<file path="config.mk">
export PLATFORM = sky130hd
export DESIGN_NAME = interleaver_pingpong_ctrl_flat
export DESIGN_NICKNAME = d
export VERILOG_FILES = /design/src/rtl/interleaver_pingpong_ctrl_if.sv /design/src/rtl/interleaver_pingpong_ctrl.sv /design/src/flat_wrapper.sv
export SDC_FILE = /design/constraint.sdc
export NUM_CORES = 1
export LEC_CHECK = 0
export BUFFER_PORTS_ARGS = -buffer_cell sky130_fd_sc_hd__buf_2
export CORE_ASPECT_RATIO = 0.7
export CORE_UTILIZATION = 59
export CTS_CLUSTER_DIAMETER = 120
export CTS_CLUSTER_SIZE = 30
export DETAILED_ROUTE_END_ITERATION = 6
export PLACE_DENSITY = 0.81
export RECOVER_POWER = 100
export SLEW_MARGIN = 20
export SYNTH_ARGS = -nofsm -noshare
export SYNTH_HDL_FRONTEND = slang
export SYNTH_SLANG_ARGS = --single-unit
</file>
<file path="constraint.sdc">
create_clock -name clk -period 8.4 [get_ports clk]
set_input_delay 0.42 -clock clk [delete_from_list [all_inputs] [get_ports clk]]
set_output_delay 0.42 -clock clk [all_outputs]
set_load 0.005 [all_outputs]
</file>
<file path="src/rtl/interleaver_pingpong_ctrl_if.sv">
// Handshake and bank-control bundle between the CRC attach stage, the ping-pong
// controller and the interleaver read path. The "slave" modport is the controller.
interface interleaver_pingpong_ctrl_if #(
    parameter int ADDR_W = 13
);
    logic              block_size;
    logic              crc_start;
    logic              crc_data_valid;
    logic              crc_end;
    logic              in_ready;
    logic              out_ready;
    logic              ram0_we;
    logic              ram1_we;
    logic [ADDR_W-1:0] wr_addr;
    logic              rd_bank;
    logic              rd_en;
    logic [ADDR_W-1:0] rd_count;
    logic              rd_valid;
    logic              rd_last;
    logic              ready;
    logic              done;
    logic [2:0]        state;

    // Input beat moves on crc_data_valid && in_ready; read beat moves on rd_en,
    // which is only raised while out_ready is high; rd_valid follows rd_en by one cycle.
    modport master (
        output block_size, crc_start, crc_data_valid, crc_end, out_ready,
        input  in_ready, ram0_we, ram1_we, wr_addr, rd_bank, rd_en, rd_count,
               rd_valid, rd_last, ready, done, state
    );

    modport slave (
        input  block_size, crc_start, crc_data_valid, crc_end, out_ready,
        output in_ready, ram0_we, ram1_we, wr_addr, rd_bank, rd_en, rd_count,
               rd_valid, rd_last, ready, done, state
    );
endinterface

</file>
<file path="src/rtl/interleaver_pingpong_ctrl.sv">
// Ping-pong bank controller for the turbo interleaver: one bank filled linearly while
// the other is read out. Optional sticky protocol-error flag under INTLV_PINGPONG_ERR_EN.
module interleaver_pingpong_ctrl #(
    parameter int ADDR_W    = 13,
    parameter int BLK_SMALL = 1056,
    parameter int BLK_LARGE = 6144
) (
    input  logic clk,
    input  logic reset_n,
`ifdef INTLV_PINGPONG_ERR_EN
    output logic err,
`endif
    interleaver_pingpong_ctrl_if.slave bus
);

    typedef enum logic [2:0] {
        S_IDLE   = 3'd0,
        S_FILL   = 3'd1,
        S_STREAM = 3'd2,
        S_WAIT   = 3'd3,
        S_DRAIN  = 3'd4,
        S_DONE   = 3'd5
    } state_t;

    // One extra bit so a length of exactly 2^ADDR_W is representable.
    localparam int LEN_W = ADDR_W + 1;
    localparam logic [LEN_W-1:0] LEN_ONE = LEN_W'(1);

    function automatic logic [LEN_W-1:0] blk_len(input logic sel);
        return sel ? LEN_W'(BLK_LARGE) : LEN_W'(BLK_SMALL);
    endfunction

    state_t            state_q;
    logic              wr_bank;
    logic [ADDR_W-1:0] wr_addr_q;
    logic [LEN_W-1:0]  len_q [2];
    logic              rd_bank_q;
    logic              rd_busy;
    logic [ADDR_W-1:0] rd_count_q;
    logic              rd_valid_q;
    logic              rd_last_q;
    logic              ready_q;
    logic              done_q;
    logic              end_seen;

    logic in_ready;
    logic accept;
    logic wr_done;
    logic rd_en;
    logic rd_done;
    logic rd_free;
    logic do_swap;
    logic do_drain;

    assign in_ready = (state_q == S_FILL) || (state_q == S_STREAM);
    assign accept   = bus.crc_data_valid && in_ready;
    assign wr_done  = accept &&
                      (({1'b0, wr_addr_q} == (len_q[wr_bank] - LEN_ONE)) || bus.crc_end);
    assign rd_en    = rd_busy && bus.out_ready;
    assign rd_done  = rd_en && ({1'b0, rd_count_q} == (len_q[rd_bank_q] - LEN_ONE));
    // The read bank is free when it has finished or finishes on this very edge.
    assign rd_free  = !rd_busy || rd_done;

    always_comb begin
        do_swap  = 1'b0;
        do_drain = 1'b0;
        case (state_q)
            S_FILL: begin
                if (wr_done) begin
                    do_swap  = !bus.crc_end;
                    do_drain = bus.crc_end;
                end
            end
            S_STREAM: begin
                if (wr_done && rd_free) begin
                    do_swap  = !bus.crc_end;
                    do_drain = bus.crc_end;
                end
            end
            S_WAIT: begin
                if (rd_done) begin
                    do_swap  = !end_seen;
                    do_drain = end_seen;
                end
            end
            default: ;
        endcase
    end

    always_ff @(posedge clk or negedge reset_n) begin
        if (!reset_n) begin
            state_q    <= S_IDLE;
            wr_bank    <= 1'b0;
            wr_addr_q  <= '0;
            len_q[0]   <= '0;
            len_q[1]   <= '0;
            rd_bank_q  <= 1'b0;
            rd_busy    <= 1'b0;
            rd_count_q <= '0;
            rd_valid_q <= 1'b0;
            rd_last_q  <= 1'b0;
            ready_q    <= 1'b1;
            done_q     <= 1'b0;
            end_seen   <= 1'b0;
        end else begin
            rd_valid_q <= rd_en;
            rd_last_q  <= rd_done;
            done_q     <= 1'b0;

            if (rd_en) begin
                rd_count_q <= rd_done ? '0 : rd_count_q + 1'b1;
            end
            if (rd_done) begin
                rd_busy <= 1'b0;
            end
            if (accept) begin
                wr_addr_q <= wr_addr_q + 1'b1;
            end
            // A crc_end beat shortens the block to what has actually been written.
            if (wr_done && bus.crc_end) begin
                len_q[wr_bank] <= {1'b0, wr_addr_q} + LEN_ONE;
            end

            if (do_swap) begin
                rd_bank_q       <= wr_bank;
                rd_busy         <= 1'b1;
                rd_count_q      <= '0;
                wr_bank         <= ~wr_bank;
                wr_addr_q       <= '0;
                len_q[~wr_bank] <= blk_len(bus.block_size);
            end
            if (do_drain) begin
                rd_bank_q  <= wr_bank;
                rd_busy    <= 1'b1;
                rd_count_q <= '0;
            end

            case (state_q)
                S_IDLE: begin
                    if (bus.crc_start) begin
                        state_q   <= S_FILL;
                        wr_bank   <= 1'b0;
                        wr_addr_q <= '0;
                        len_q[0]  <= blk_len(bus.block_size);
                        end_seen  <= 1'b0;
                        ready_q   <= 1'b0;
                    end
                end
                S_FILL: begin
                    if (do_drain) begin
                        state_q <= S_DRAIN;
                    end else if (do_swap) begin
                        state_q <= S_STREAM;
                    end
                end
                S_STREAM: begin
                    if (do_drain) begin
                        state_q <= S_DRAIN;
                    end else if (wr_done && !do_swap) begin
                        state_q  <= S_WAIT;
                        end_seen <= bus.crc_end;
                    end
                end
                S_WAIT: begin
                    if (do_drain) begin
                        state_q <= S_DRAIN;
                    end else if (do_swap) begin
                        state_q <= S_STREAM;
                    end
                end
                S_DRAIN: begin
                    if (rd_done) begin
                        state_q <= S_DONE;
                        done_q  <= 1'b1;
                    end
                end
                S_DONE: begin
                    state_q <= S_IDLE;
                    ready_q <= 1'b1;
                end
                default: begin
                    state_q <= S_IDLE;
                    ready_q <= 1'b1;
                end
            endcase
        end
    end

`ifdef INTLV_PINGPONG_ERR_EN
    always_ff @(posedge clk or negedge reset_n) begin
        if (!reset_n) begin
            err <= 1'b0;
        end else if ((bus.crc_data_valid && !in_ready && (state_q != S_IDLE)) ||
                     (bus.crc_end && !bus.crc_data_valid) ||
                     (bus.crc_start && (state_q != S_IDLE))) begin
            err <= 1'b1;
        end
    end
`endif

    assign bus.in_ready = in_ready;
    assign bus.ram0_we  = accept && !wr_bank;
    assign bus.ram1_we  = accept && wr_bank;
    assign bus.wr_addr  = wr_addr_q;
    assign bus.rd_bank  = rd_bank_q;
    assign bus.rd_en    = rd_en;
    assign bus.rd_count = rd_count_q;
    assign bus.rd_valid = rd_valid_q;
    assign bus.rd_last  = rd_last_q;
    assign bus.ready    = ready_q;
    assign bus.done     = done_q;
    assign bus.state    = state_q;

endmodule

</file>
<file path="src/flat_wrapper.sv">
// flat-port wrapper written by rule: the top's interface ports become plain ports
module interleaver_pingpong_ctrl_flat 
#(
    parameter int ADDR_W    = 13,
    parameter int BLK_SMALL = 1056,
    parameter int BLK_LARGE = 6144
)
  (clk, reset_n, bus_block_size, bus_crc_start, bus_crc_data_valid, bus_crc_end, bus_out_ready, bus_in_ready, bus_ram0_we, bus_ram1_we, bus_wr_addr, bus_rd_bank, bus_rd_en, bus_rd_count, bus_rd_valid, bus_rd_last, bus_ready, bus_done, bus_state);
  interleaver_pingpong_ctrl_if #(.ADDR_W(ADDR_W)) bus_i ();
  input  logic clk;
  input  logic reset_n;
  input wire logic [$bits(bus_i.block_size)-1:0] bus_block_size;
  input wire logic [$bits(bus_i.crc_start)-1:0] bus_crc_start;
  input wire logic [$bits(bus_i.crc_data_valid)-1:0] bus_crc_data_valid;
  input wire logic [$bits(bus_i.crc_end)-1:0] bus_crc_end;
  input wire logic [$bits(bus_i.out_ready)-1:0] bus_out_ready;
  output wire logic [$bits(bus_i.in_ready)-1:0] bus_in_ready;
  output wire logic [$bits(bus_i.ram0_we)-1:0] bus_ram0_we;
  output wire logic [$bits(bus_i.ram1_we)-1:0] bus_ram1_we;
  output wire logic [$bits(bus_i.wr_addr)-1:0] bus_wr_addr;
  output wire logic [$bits(bus_i.rd_bank)-1:0] bus_rd_bank;
  output wire logic [$bits(bus_i.rd_en)-1:0] bus_rd_en;
  output wire logic [$bits(bus_i.rd_count)-1:0] bus_rd_count;
  output wire logic [$bits(bus_i.rd_valid)-1:0] bus_rd_valid;
  output wire logic [$bits(bus_i.rd_last)-1:0] bus_rd_last;
  output wire logic [$bits(bus_i.ready)-1:0] bus_ready;
  output wire logic [$bits(bus_i.done)-1:0] bus_done;
  output wire logic [$bits(bus_i.state)-1:0] bus_state;
  assign bus_i.block_size = bus_block_size;
  assign bus_i.crc_start = bus_crc_start;
  assign bus_i.crc_data_valid = bus_crc_data_valid;
  assign bus_i.crc_end = bus_crc_end;
  assign bus_i.out_ready = bus_out_ready;
  assign bus_in_ready = bus_i.in_ready;
  assign bus_ram0_we = bus_i.ram0_we;
  assign bus_ram1_we = bus_i.ram1_we;
  assign bus_wr_addr = bus_i.wr_addr;
  assign bus_rd_bank = bus_i.rd_bank;
  assign bus_rd_en = bus_i.rd_en;
  assign bus_rd_count = bus_i.rd_count;
  assign bus_rd_valid = bus_i.rd_valid;
  assign bus_rd_last = bus_i.rd_last;
  assign bus_ready = bus_i.ready;
  assign bus_done = bus_i.done;
  assign bus_state = bus_i.state;
  interleaver_pingpong_ctrl #(.ADDR_W(ADDR_W), .BLK_SMALL(BLK_SMALL), .BLK_LARGE(BLK_LARGE)) u_core (.clk(clk), .reset_n(reset_n), .bus(bus_i));
endmodule
</file>
Word level (Yosys, flattened, before mapping) --
Index checks and enable logic that the tools add are counted.
Operators by class: $add $sub $neg 5, magnitude comparators 5, equality and inequality tests 12, muxes and demuxes 55, bitwise logic cells 5, reductions and logical operators 29
Operators with widths (number):
- $mux 14 | 10
- $mux 13 | 9
- $bwmux 28 | 2
- $mux 28 | 2
- $demux 14 s1 | 2
- $eq 13x14->1 | 2
- $sub 14x1->14 const B | 2
- $add 13x1->13 const B | 2
- $mux 1 | 19
- $mux 3 | 6
- $add 13x1->14 const B | 1
- $pmux 3 s4 | 1
- $logic_and 1x1->1 | 11
- $reduce_and 4->1 | 2
- $eq 3x2->1 const B | 2
- $ge 2x2->1 const B | 3
- $ne 2x2->1 const B | 3
- $not 1->2 | 3
- $pmux 1 s3 | 2
- $reduce_bool 3->1 | 2
- $logic_not 1->1 | 5
- $lt 2x1->1 const B | 2
- $pmux 1 s2 | 2
- $reduce_bool 2->1 | 2
- other kinds (11) | 14
Storage, ports and cells: register bits 65, output and inout port bits 38, logic and storage cells 124

Logic depth before layout (Yosys ltp) --
depth in word-level cells 16, gate-level depth with buffers 16

Worst setup path before layout --
No wires, ideal clock.
kind reg2reg, start point register u_core.wr_bank, end point register u_core.len_q[11] (netlist name), data arrival time 4324 ps, required time 8275 ps, path slack 3950 ps, stages on the path, launching flop included 17, clock period less this slack 4450 ps, cell sequence dfrtp_1 > buf_6 > buf_2 > buf_2 > buf_1 > mux2i_1 > ha_1 > nor4b_2 > o21ai_2 > or3_1 > a311o_1 > nand4b_1 > nor4_2 > a21oi_2 > or3_1 > buf_2 > mux2_4
Between the ends: longest elaborated chain between the ends 12
RTL lines:
- start: declaration | RTL line interleaver_pingpong_ctrl.sv:34 | logic wr_bank;
- start signal: assignment | RTL line interleaver_pingpong_ctrl.sv:128 | wr_bank <= ~wr_bank;
- $not 1->2 (implied by the code) | RTL line interleaver_pingpong_ctrl.sv:58, interleaver_pingpong_ctrl.sv:121
- $mux 14 (implied by the code) (3 in series) | RTL line interleaver_pingpong_ctrl.sv:58 | (({1'b0, wr_addr_q} == (len_q[wr_bank] - LEN_ONE)) || bus.crc_end);
- $sub 14x1->14 | RTL line interleaver_pingpong_ctrl.sv:58
- $eq 13x14->1 | RTL line interleaver_pingpong_ctrl.sv:58
- $logic_or 1x1->1 | RTL line interleaver_pingpong_ctrl.sv:58
- $logic_and 1x1->1 | RTL line interleaver_pingpong_ctrl.sv:57 | assign wr_done = accept &&
- $logic_and 1x1->1, on equally long branches | RTL line interleaver_pingpong_ctrl.sv:75, interleaver_pingpong_ctrl.sv:120
- $mux 1 / $mux 28 (equally long branches) | RTL line interleaver_pingpong_ctrl.sv:75, interleaver_pingpong_ctrl.sv:120
- $pmux 1 s3 / $bwmux 28 (equally long branches) | RTL line interleaver_pingpong_ctrl.sv:67, interleaver_pingpong_ctrl.sv:130
- $mux 28 (*) | RTL line interleaver_pingpong_ctrl.sv:124 | if (do_swap) begin
- end signal: indexed assignment | RTL line interleaver_pingpong_ctrl.sv:121 | len_q[wr_bank] <= {1'b0, wr_addr_q} + LEN_ONE;
- end signal: indexed assignment | RTL line interleaver_pingpong_ctrl.sv:130 | len_q[~wr_bank] <= blk_len(bus.block_size);
- end: declaration | RTL line interleaver_pingpong_ctrl.sv:36 | logic [LEN_W-1:0] len_q [2];
Every way passes the cells marked *; elsewhere a longest branch is shown, timed or not. The select of a mux whose other input is x is not followed. A chain may end at the register's enable or synchronous reset.

Worst setup path after layout --
start point register u_core.rd_bank_q, in the netlist u_core.bus.rd_bank, end point register u_core.wr_addr_q[5], in the netlist u_core.bus.wr_addr[5]
Between the ends: longest elaborated chain between the ends 14
RTL lines:
- start: declaration | RTL line interleaver_pingpong_ctrl.sv:37 | logic rd_bank_q;
- start signal: assignment | RTL line interleaver_pingpong_ctrl.sv:125 | rd_bank_q <= wr_bank;
- start signal: assignment | RTL line interleaver_pingpong_ctrl.sv:133 | rd_bank_q <= wr_bank;
- $not 1->2 (implied by the code) (*) | RTL line interleaver_pingpong_ctrl.sv:60 | assign rd_done = rd_en && ({1'b0, rd_count_q} == (len_q[rd_bank_q] - LEN_ONE));
- $mux 14 (implied by the code) (*) (3 in series) | RTL line interleaver_pingpong_ctrl.sv:60
- $sub 14x1->14 (*) | RTL line interleaver_pingpong_ctrl.sv:60
- $eq 13x14->1 (*) | RTL line interleaver_pingpong_ctrl.sv:60
- $logic_and 1x1->1 (*) | RTL line interleaver_pingpong_ctrl.sv:60
- $logic_or 1x1->1 | RTL line interleaver_pingpong_ctrl.sv:62 | assign rd_free = !rd_busy || rd_done;
- $logic_and 1x1->1 | RTL line interleaver_pingpong_ctrl.sv:75 | if (wr_done && rd_free) begin
- $mux 1 | RTL line interleaver_pingpong_ctrl.sv:75
- $pmux 1 s3 (*) | RTL line interleaver_pingpong_ctrl.sv:67 | case (state_q)
- $mux 13 (*) | RTL line interleaver_pingpong_ctrl.sv:124
- $mux 13 | RTL line interleaver_pingpong_ctrl.sv:140 | if (bus.crc_start) begin
- $mux 13 (*) | RTL line interleaver_pingpong_ctrl.sv:138 | case (state_q)
- end signal: assignment | RTL line interleaver_pingpong_ctrl.sv:117 | wr_addr_q <= wr_addr_q + 1'b1;
- end: declaration | RTL line interleaver_pingpong_ctrl.sv:35 | logic [ADDR_W-1:0] wr_addr_q;
Marks and branches as above.

==> results.py <==
metrics = {
    "power": {
        "p_leak_nw": 2.10,
        "power-per-cell-area_nw_per_um2": 295,
        "ir_drop_mv": 0.188,
        "p_sw_w": 0.000645,
        "p_seq_share_pct": 31.6,
        "switching_share_pct": 41.0,
        "internal_power_w": 0.000928,
        "pwr-share-comb_pct": 43.2,
        "clkPwrFrac_pct": 25.2,
    },
    "cts": {
        "cts.reportedPaths.clkPinSlew_ps": 50,
        "clkLatencyLatePin_ps": 340,
        "cts_hold_buffers": 0,
        "cts_max_level": 3,
        "cts_setup_buffers": 0,
        "cts_buffer_depth": 2,
        "root_buffer": "clkbuf_16",
        "cts-resized-gates": 0,
        "cts_sinks": 65,
        "cts_tree": "done",
        "cts_buffers": 9,
    },
    "synthesis": {
        "yosys_warnings": 0,
        "yosysTopAreaCell": "dfrtp_1",
        "netlist_area_um2": 4850,
        "synth_seq_cells": 65,
        "synth_edf_count": 0,
        "syn_inst": 565,
        "synth_top_area_share_pct": 33.0,
        "seq_area_frac_synth_pct": 33.5,
        "synth_area_per_cell_um2": 8.59,
        "synth.area.top_cells": "dfrtp_1 (33%), mux2i_1 (6.8%), xnor2_1 (6.1%), nor2_1 (5.3%), xor2_1 (4.3%)",
        "synth_nets": 576,
        "async_flop_share_pct": 100,
        "synth-main-ff-cell": "dfrtp_1",
        "synth_cell_type_count": 71,
    },
    "placed_design": {
        "placed_area_um2": 5060,
        "portBuffers": 44,
        "dp_hpwl_um": 9500,
        "dp.cells": 677,
        "place_congestion": 0.969,
    },
    "finish": {
        "multi_input_comb_area_um2": 2990,
        "register_area_um2": 1630,
        "antenna_cells": 0,
        "drive_above_1_share_pct": 9.81,
        "fin_cells": 692,
        "fin_nets": 598,
        "fillers": 654,
        "final_cell_area_um2": 5330,
        "utilization_pct": 67.4,
        "syn_to_final_growth_pct": 9.75,
    },
    "floorplanning": {
        "fp.dieH_um": 77.9,
        "die_x_um": 110,
        "die_area_um2": 8600,
        "design.portCount": 45,
        "row_count": 27,
        "start_util_pct": 61.4,
        "core_um2": 7910,
    },
    "sta": {
        "post-route-period-util_pct": 65.6,
        "final.setup.tns_ps": 0,
        "max_freq_mhz": 182,
        "slew_headroom_pct": -135,
        "final-setup-viol-count": 0,
        "rsz0062_at_grt": "no",
        "hold_viol": 0,
        "worst_pin_slew_ps": 3520,
        "period_needed_ps": 5510,
        "drv_slew": 81,
        "skew_ps": 4.55,
    },
    "grt": {
        "globalRouteOverflowTotal": 0,
        "grt_max_degree": 66,
        "grt_use_total_pct": 33.1,
        "grt_antenna_before_repair": 0,
        "grt_pass1_vias": 4226,
        "grt_pass1_wl_um": 21600,
    },
    "detailed_routing": {
        "drcViolationCount": 0,
        "via_per_inst": 6.47,
        "first_pass_iters": 5,
        "detail-route-antenna-nets": 0,
        "wl_per_cell_um": 18.8,
        "wl_um": 13000,
        "num_vias": 4476,
        "drt_iter0_drc": 432,
    },
    "min_path": {
        "min_path_type": "input pin to flip-flop",
    },
    "setup_path": {
        "worst_ep_required_time_ps": 8550,
        "cp-start-kind": "flip-flop",
        "endpoint_kind": "flip-flop",
        "arrival_ps": 5660,
        "critPathMaxFanout": 30,
        "worst-setup-path-type": "flip-flop to flip-flop",
    },
    "outcome": {
        "violations": "capacitance limit, slew limit",
        "status": "finished with violations",
    },
    "flow_run": {
        "drv_cap": 3,
    },
}
-- per-layer routing --
metal  GRT usage, %  vias up  routed length (µm)
li1               -     2105                   -
met1           46.6     2138                5870
met2           48.4      201                5650
met3           10.0       32                1260
met4           10.3        0                 255
met5              0        -                   0
-- worst max-delay path, stage by stage (launching register included) --
cell      delay, ps
dfrtp_1         470
clkbuf_1       1080
or3b_1          510
o32ai_1         410
nand3_1         180
and4bb_1        310
o211ai_1        210
o21ai_0         490
a21oi_1         260
o21ai_0        1230
nor2_1          160
-- worst paths after layout --
kind                                                startpoint                         endpoint  slack, ps  cells after the start
worst max-delay path            u_core.bus.rd_bank$_DFFE_PN0P_  u_core.bus.wr_addr[5]$_DFF_PN0_       2890                     10
worst min-delay path                            bus_block_size       u_core.len_q[10]$_DFF_PN0_        370                      2
worst max register to register  u_core.bus.rd_bank$_DFFE_PN0P_  u_core.bus.wr_addr[5]$_DFF_PN0_       2890                     10
worst min register to register    u_core.bus.ready$_DFFE_PN1P_     u_core.bus.ready$_DFFE_PN1P_        510                      2
max in group asynchronous                              reset_n       u_core.rd_busy$_DFFE_PN0P_       5040                      2
min in group asynchronous                              reset_n  u_core.bus.wr_addr[0]$_DFF_PN0_       1380                      2
-- metrics by stage --
stage	total power, W	hold slack (ps)	setup slack, ps
final	0.00157	370	2890
after global routing	0.00167	380	2400
after CTS	0.00157	308	4120
after detailed placement	0.00117	490	4150
after global placement	0.00114	467	4370
after floorplan	0.000991	124	3950
-- registers in the layout, summed over array words and instances, names as in the netlist --
name,flops
u_core.bus.ready,1
u_core.bus.rd_last,1
u_core.rd_busy,1
u_core.bus.rd_bank,1
u_core.end_seen,1
u_core.bus.wr_addr,13
u_core.bus.done,1
u_core.bus.rd_count,13
u_core.wr_bank,1
u_core.bus.rd_valid,1
u_core.len_q,28
u_core.bus.state,3
-- cell usage in the layout, fill, tap and decap left out, types with 5 or more instances in the layout --
cell / instances
o21ai_0: 24
mux2i_1: 33
xor2_1: 24
mux2_1: 6
nor3b_1: 5
nor4_1: 7
nor2_1: 68
or3_1: 18
buf_2: 27
and3_1: 9
nand4_1: 7
clkbuf_16: 9
nand3_1: 16
dfrtp_1: 64
nand2b_1: 6
nor3_1: 22
a211oi_1: 9
a21oi_1: 43
o31ai_1: 6
or4_1: 8
nand2_1: 37
clkbuf_1: 18
xnor2_1: 34
inv_1: 7
-- kinds of logic after synthesis --
kind of cell,Yosys count,synth area share [%]
AND/OR/NAND/NOR,223,23.9
AO/OA/AOI/OAI,126,17.7
flip-flops,65,33.5
XOR/XNOR,58,10.5
buffers and inverters,47,4.28
multiplexers,42,9.05
adder cells (fa/ha/maj),4,1.03
-- cells in the mapped netlist (all sizes together), types with 3 or more instances --
| cell | n |
|---|---|
| or4 | 8 |
| a22oi | 3 |
| nand4 | 7 |
| a32oi | 3 |
| a211oi | 9 |
| nand2 | 37 |
| dfrtp | 64 |
| nor2 | 68 |
| o2111ai | 3 |
| o31ai | 8 |
| nor4b | 4 |
| nor3b | 5 |
| or3 | 18 |
| o22a | 4 |
| a21oi | 43 |
| inv | 8 |
| o21ai | 25 |
| clkbuf | 22 |
| nor4 | 9 |
| nand3 | 16 |
| ha | 4 |
| buf | 16 |
| o32ai | 3 |
| mux2 | 9 |
| xor2 | 24 |
| nand4b | 3 |
| nand2b | 6 |
| nor2b | 4 |
| and3 | 9 |
| nor3 | 22 |
| xnor2 | 34 |
| mux2i | 33 |
-- layout make-up --
type | instances | area share (%)
clock buffer | 13 | 5.26
clock inverter | 2 | 0.658
inverter | 9 | 0.634
multi-input combinational | 453 | 56.2
sequential | 65 | 30.6
tap | 101 | 2.37
timing repair buffer | 49 | 4.32
-- power by group through the flow --
stage | clock network, W | logic (W) | registers (W)
finish | 0.000396 | 0.000680 | 0.000497
global route | 0.000413 | 0.000753 | 0.000508
CTS | 0.000402 | 0.000679 | 0.000493
detailed placement | 0 | 0.000672 | 0.000499
global placement | 0 | 0.000647 | 0.000493
floorplan | 0 | 0.000556 | 0.000435
Note: power is estimated with default switching activity, not from simulation.
